## src/rtl/ds_upsize.sv

```systemverilog
// ds_upsize: data-stream width upsizer.
//
// Packs RATIO consecutive DW-bit narrow beats into one ODW-bit wide word,
// little-endian: the first beat of a word lands in lane 0 (the LSBs).
// A beat with i_last closes the word early. Lanes that were not filled
// read as zero, and o_keep marks the filled lanes, which always run
// contiguously from lane 0.
//
// Ports
//   i_clk   clock, rising edge
//   i_rst   asynchronous active-low reset
//   i_vld   narrow beat valid            o_rdy   narrow beat ready
//   i_dat   narrow beat data [DW]        i_last  beat closes the packet
//   o_vld   wide word valid              i_rdy   wide word ready
//   o_dat   wide word data [ODW]         o_keep  per-lane valid mask [RATIO]
//   o_last  wide word closes the packet
//
// o_rdy depends only on the registered o_vld and on i_rdy. There is no
// combinational path from i_vld, i_dat or i_last to any output.
module ds_upsize #(
  parameter  int DW    = 8,
  parameter  int RATIO = 4,
  localparam int ODW   = DW * RATIO,
  localparam int CW    = $clog2(RATIO)
) (
  input  logic             i_clk,
  input  logic             i_rst,
  input  logic             i_vld,
  output logic             o_rdy,
  input  logic [DW-1:0]    i_dat,
  input  logic             i_last,
  output logic             o_vld,
  input  logic             i_rdy,
  output logic [ODW-1:0]   o_dat,
  output logic [RATIO-1:0] o_keep,
  output logic             o_last
);

  logic [CW-1:0]    cnt_q, cnt_d;
  logic [ODW-1:0]   acc_dat_q, acc_dat_d;
  logic [RATIO-1:0] acc_keep_q, acc_keep_d;
  logic [ODW-1:0]   out_dat_q, out_dat_d;
  logic [RATIO-1:0] out_keep_q, out_keep_d;
  logic             out_last_q, out_last_d;
  logic             out_vld_q, out_vld_d;

  logic             acc;
  logic             wr;
  logic             done;
  logic [ODW-1:0]   merged_dat;
  logic [RATIO-1:0] merged_keep;

  // An empty or draining output register can take a new word, so a beat
  // (possibly a completing one) is acceptable in the same cycle.
  assign o_rdy = i_rst & (~out_vld_q | i_rdy);
  assign acc   = i_vld & o_rdy;
  assign wr    = out_vld_q & i_rdy;
  assign done  = acc & ((cnt_q == CW'(RATIO - 1)) | i_last);

  always_comb begin
    // Accumulator with the current beat dropped into lane cnt. Because
    // acc_keep is always contiguous from lane 0, OR-ing in lane cnt yields
    // exactly lanes 0..cnt.
    merged_dat  = acc_dat_q;
    merged_keep = acc_keep_q;
    for (int unsigned k = 0; k < RATIO; k++) begin
      if (cnt_q == CW'(k)) begin
        merged_dat[k*DW +: DW] = i_dat;
        merged_keep[k]         = 1'b1;
      end
    end

    cnt_d      = cnt_q;
    acc_dat_d  = acc_dat_q;
    acc_keep_d = acc_keep_q;
    out_dat_d  = out_dat_q;
    out_keep_d = out_keep_q;
    out_last_d = out_last_q;
    out_vld_d  = out_vld_q;

    if (wr) begin
      out_vld_d = 1'b0;
    end

    // A completion in the same cycle as a drain reloads the register and
    // keeps o_vld high, giving back-to-back words.
    if (acc) begin
      if (done) begin
        out_dat_d  = merged_dat;
        out_keep_d = merged_keep;
        out_last_d = i_last;
        out_vld_d  = 1'b1;
        cnt_d      = '0;
        acc_dat_d  = '0;
        acc_keep_d = '0;
      end else begin
        acc_dat_d  = merged_dat;
        acc_keep_d = merged_keep;
        cnt_d      = cnt_q + CW'(1);
      end
    end
  end

  always_ff @(posedge i_clk or negedge i_rst) begin
    if (!i_rst) begin
      cnt_q      <= '0;
      acc_dat_q  <= '0;
      acc_keep_q <= '0;
      out_dat_q  <= '0;
      out_keep_q <= '0;
      out_last_q <= 1'b0;
      out_vld_q  <= 1'b0;
    end else begin
      cnt_q      <= cnt_d;
      acc_dat_q  <= acc_dat_d;
      acc_keep_q <= acc_keep_d;
      out_dat_q  <= out_dat_d;
      out_keep_q <= out_keep_d;
      out_last_q <= out_last_d;
      out_vld_q  <= out_vld_d;
    end
  end

  assign o_vld  = out_vld_q;
  assign o_dat  = out_dat_q;
  assign o_keep = out_keep_q;
  assign o_last = out_last_q;

endmodule

```

## config.mk

```make
export PLATFORM = sky130hd
export DESIGN_NAME = ds_upsize
export DESIGN_NICKNAME = d
export VERILOG_FILES = /design/src/rtl/ds_upsize.sv
export SDC_FILE = /design/constraint.sdc
export NUM_CORES = 1
export LEC_CHECK = 0
export CAP_MARGIN = 20
export CORE_ASPECT_RATIO = 1.75
export CORE_UTILIZATION = 41
export CTS_CLUSTER_SIZE = 24
export DETAILED_ROUTE_END_ITERATION = 6
export HOLD_SLACK_MARGIN = 0.03
export PLACE_DENSITY = 0.6
export SYNTH_ARGS = -nofsm -noshare
export SYNTH_HDL_FRONTEND = slang
export SYNTH_SLANG_ARGS = --single-unit
```

## constraint.sdc

```tcl
create_clock -name i_clk -period 2.1 [get_ports i_clk]
set_input_delay 0.315 -clock i_clk [delete_from_list [all_inputs] [get_ports i_clk]]
set_output_delay 0.315 -clock i_clk [all_outputs]
set_load 0.02 [all_outputs]
```

## Word-level counts from Yosys, hierarchy flattened

Index checks and enable logic that the tools add are counted.

| storage, ports and cells | value |
|---|---|
| flip-flop bits (word level) | 76 |
| output and inout bits | 39 |
| logic and storage cells | 34 |

| operators by class | value |
|---|---|
| reduce and logical (&&, ||, !) cells | 2 |
| equal/unequal tests | 3 |
| multiplexer cells | 14 |
| add/sub/neg operators | 1 |
| bitwise logic cells | 7 |

Operator list:

| cell | count |
|---|---|
| 32-bit two-way mux | 1 |
| 8-bit two-way mux | 4 |
| 1-bit two-way mux | 7 |
| 1-bit AND | 4 |
| 2-bit == test, second input constant | 2 |
| 4-bit two-way mux | 1 |
| 2-bit by 1-bit adder with 2-bit output, second input constant | 1 |
| 2-bit by 1-bit == test with 1-bit output, second input constant | 1 |
| 2-bit zero test | 1 |
| 2-bit two-way mux | 1 |
| 1-bit OR | 2 |
| 2-bit AND reduction | 1 |
| 1-bit inverter | 1 |

## Logic depth before layout (Yosys ltp)

| depth | value |
|---|---|
| depth after elaboration | 7 |
| gate-level depth with buffers | 6 |
| gate-level depth less buffers | 4 |

## Worst setup path after synthesis

OpenSTA, ideal clock, no wires.

| timing | value |
|---|---|
| path type | reg2out |
| start | register out_vld_q (netlist: o_vld) |
| end | output o_rdy |
| buffers on the path | 2 |
| slack | 544 ps |
| data required time | 1785 ps |
| stages on the path, launching flop included | 5 |
| arrival time | 1241 ps |
| cell sequence | dfrtp_1 -> nand2b_1 -> buf_4 -> buf_2 -> and2_1 |

| between the ends | value |
|---|---|
| word-level cells in the longest chain between the ends | 3 |

Ends and longest elaborated chain:

| item | RTL line | RTL |
|---|---|---|
| from (decl) | 45 | `logic out_vld_q, out_vld_d;` |
| from (signal assigned) | 120 | `out_vld_q <= out_vld_d;` |
| 1-bit inverter | 55 | `assign o_rdy = i_rst & (~out_vld_q \| i_rdy);` |
| 1-bit OR | 55 |  |
| 1-bit AND | 55 |  |
| to (decl) | 29 | `output logic o_rdy,` |

No other way between the ends.

## Worst setup path after layout

| timing | value |
|---|---|
| start | register cnt_q[0] |
| end | register acc_dat_q[3] |

| between the ends | value |
|---|---|
| word-level cells in the longest chain between the ends | 4 |

Ends and longest elaborated chain:

| item | RTL line | RTL |
|---|---|---|
| from (decl) | 39 | `logic [CW-1:0] cnt_q, cnt_d;` |
| from (signal assigned) | 114 | `cnt_q <= cnt_d;` |
| 2-bit == test | 58 | `assign done = acc & ((cnt_q == CW'(RATIO - 1)) \| i_last);` |
| 1-bit OR | 58 |  |
| 1-bit AND | 58 |  |
| 32-bit two-way mux (*) | 88 | `if (done) begin` |
| to (signal assigned) | 115 | `acc_dat_q <= acc_dat_d;` |
| to (decl) | 40 | `logic [ODW-1:0] acc_dat_q, acc_dat_d;` |

Every way passes the cells marked *; elsewhere a longest branch is shown, timed or not.
A chain may end at the register's enable or synchronous reset.

==> summary.md <==
| Metric | Value |
|---|---|
| Detail Route Antenna Nets | `0` |
| Final period util | `92.7%` |
| Slowest-stage cell, CP | `nor2_1` |
| Status | `finished with violations` |
| Sequential area share after synthesis | `55.4%` |
| Mapped Cells | `around 280` |
| Synth async-reset ratio | `between 90% and 100%` |
| Clock-pin slew on the worst setup and hold paths | `approximately 60 ps` |
| Max FO, Critical Path | `8` |
| Pre-CTS setup slack | `70.4 ps` |
| Unique cell type count in the Yosys netlist | `26` |
| Final Skew | `6.10 ps` |
| Filler cells | `703` |
| DR pass1 iterations | `6` |
| Via count | `between 2000 and 2500` |
| Post-synthesis register bit count | `76` |
| RSZ-0062 raised after global routing | `no` |
| Worst-skew pair later-pin latency | `around 340 ps` |
| WS Path Type | `register to register` |
| CTS Buf Count | `9` |
| Worst Setup SP | `cnt_q[0]$_DFFE_PN0P_` |
| Crit end category | `register` |
| CTS Hold Bufs | `0` |
| Crit path cell chain | `ha_1, nor2_1, and4_1, a22o_1` |
| Post-DP Area | `4030 um2` |
| Commonest cells post-synth | `dfrtp_1 (76), a31oi_1 (38), mux2i_1 (33)` |
| Total of cells resized after clock tree synthesis | `0` |
| R2R setup slack | `150 ps` |
| Pin count of the biggest net entering global routing | `52` |
| DP HPWL | `roughly 5.2 mm` |
| Worst EP required | `about 2400 ps` |
| Worst Reg2Reg Path Length in Cells | `4` |
| Tot Pwr | `5360 uW` |
| Peak supply drop | `0.570 mV` |
| Area Growth Syn to Fin | `27.7%` |
| Initial Utilization | `42.8%` |
| Primary FF master, synth | `dfrtp_1` |
| Worst path arrival time | `2220 ps` |
| HP Class | `input port to asynchronous set/reset pin` |
| Power per cell area | `1220 nW/um2` |
| Startpoint types | `register` |
| Max stage delay on crit path | `480 ps` |
| Gr ovfl total | `0` |
| Number of flops mapped to enable cells by yosys | `0` |
| Reg2Reg Launch Point | `cnt_q[0]$_DFFE_PN0P_` |
| Post CTS Setup Buffer Count | `0` |
| Pleak | `approximately 0.0019 uW` |
| Gpl congestion | `0.768` |
| First-pass GRT wire length | `13.1 mm` |
| Area leader, netlist | `dfrtp_1` |
| MaxCap Viol Count | `0` |
| Post-Route WL | `8.33 mm` |
| Initial antenna violation count | `0` |
| Yosys top cell area share | `55.4%` |
| Diode count | `0` |
| Max clock buf depth | `2` |
| Syn Area/Cell | `12.4 um2` |
| Remaining DRCs | `4` |
| Die Width | `71.2 um` |
| Slew headroom | `a little under two thirds` |
| Final Max Slew Viols | `0` |
| Post-Syn Nets | `294` |
| I/O Buffers | `51` |
| FP Rows | `43` |
| NumNets Final | `345` |
| Dominant cells by area after synthesis | `dfrtp_1 (55%), mux2i_1 (9.6%), a31oi_1 (6.9%)` |
| Crit path time final | `1950 ps` |
| Final Hold Fails | `0` |
| Fmax | `about 510 MHz` |
| Share of post-route cells with drive strength above 1 | `19.5%` |
| Most common cell in the synthesized netlist | `dfrtp_1` |
| H-tree depth | `3` |
| Number of I/O pins | `52` |
| Setup violators final | `0` |
| Clock sink count | `76` |
| Synth warn | `0` |
| Min Hold Slack | `approximately 32 ps` |
| Total negative slack | `0 ps` |
| Vias in the first global route | `2441` |
| All-Layer GR Usage | `19.9%` |
| Die Area | `8760 um2` |
| CTS tree | `yes` |
| Clock root buffer master | `clkbuf_16` |
| Final worst slack | `153 ps` |
| Failing checks | `design-rule violations` |
| Worst-Margin Slew | `approximately 540 ps` |
| Core Area | `between 8000 and 9000 um2` |
| Post-route cell area | `4390 um2` |
| Die Y | `123 um` |
| Via density | `5.87` |
| Wire per inst | `19.7 um` |
| Mapped cell area | `between 3000 and 4000 um2` |
| DR iter-0 viols | `255` |
## area by class of cell
cell class | count | area [um2] | area share (%)
clock buffer | 12 | 256 | 5.85
tap | 90 | 113 | 2.57
sequential | 76 | 1900 | 43.4
inverter | 2 | 7.51 | 0.171
multi-input combinational | 174 | 1370 | 31.3
timing repair buffer | 65 | 638 | 14.6
clock inverter | 4 | 95.1 | 2.17
## path summary, 6_finish.rpt
check / to
worst max-delay path: acc_dat_q[3]$_DFFE_PN0P_
worst min-delay path: o_vld$_DFF_PN0_
worst max register to register: acc_dat_q[3]$_DFFE_PN0P_
worst min register to register: acc_dat_q[2]$_DFFE_PN0P_
max in group asynchronous: o_dat[17]$_DFFE_PN0P_
min in group i_clk: acc_dat_q[2]$_DFFE_PN0P_
## layer usage
| layer | vias up | track usage, % | part of all wire (%) |
|---|---|---|---|
| li1 | 1151 | - | - |
| met1 | 1258 | 24.1 | 43 |
| met2 | 63 | 34.5 | 52 |
| met3 | 12 | 2.04 | 2.8 |
| met4 | 0 | 11.0 | 2.2 |
| met5 | - | 0 | 0 |
## registers in the layout, summed over array words and instances, names as in the netlist
register	count
acc_dat_q	32
o_dat	32
acc_keep_q	4
o_keep	4
cnt_q	2
o_last	1
o_vld	1
## placed cells by master, fill, tap and decap left out
| master | n |
|---|---|
| a211oi_1 | 1 |
| a21oi_1 | 9 |
| a21oi_2 | 27 |
| a22o_1 | 25 |
| a31oi_1 | 38 |
| and2_1 | 2 |
| and2_2 | 1 |
| and3_2 | 1 |
| and4_1 | 3 |
| buf_12 | 2 |
| buf_4 | 13 |
| bufinv_16 | 3 |
| clkbuf_1 | 1 |
| clkbuf_16 | 9 |
| clkbuf_8 | 2 |
| clkdlybuf4s50_1 | 50 |
| clkinv_2 | 1 |
| dfrtp_1 | 76 |
| ha_1 | 4 |
| inv_1 | 2 |
| mux2i_1 | 33 |
| nand2_1 | 1 |
| nand2b_2 | 1 |
| nand3_1 | 2 |
| nand4_1 | 1 |
| nor2_1 | 8 |
| nor2b_1 | 9 |
| nor3b_1 | 1 |
| o211ai_2 | 2 |
| o211ai_4 | 1 |
| o21ai_0 | 2 |
| or2_2 | 1 |
| or2_4 | 1 |
## power breakdown
part / switching [uW] / leakage (uW) / internal, uW
clock: 586 / 0.000173 / 1220
combinational: 849 / 0.000742 / 757
sequential: 172 / 0.000955 / 1780
total: 1610 / 0.00187 / 3760
## worst max-delay path: cells and delay by family, from the launching register on
family / cells / cell delay, ps
AO/OA/AOI/OAI: 1 / 200
AND/OR/NAND/NOR: 2 / 930
flip-flops: 1 / 400
adder cells (fa/ha/maj): 1 / 340
## kinds of logic (layout without fill, tap and decap cells)
family                   after synthesis  in the layout  synth area share [%]
AO/OA/AOI/OAI                        105            105                  23.4
AND/OR/NAND/NOR                       31             32                  5.25
adder cells (fa/ha/maj)                4              4                  1.46
flip-flops                            76             76                  55.4
buffers and inverters                 28             83                  4.95
multiplexers                          33             33                  9.62
## through the flow
stage | util [%] | std cells
6_report | 54.7 | 423
5_1_grt | 54.7 | 423
4_1_cts | 54.6 | 422
3_5_place_dp | 50.2 | 406
3_3_place_gp | 50.2 | 406
2_1_floorplan | - | 277
No activity file was read; power rests on OpenSTA's default activity.
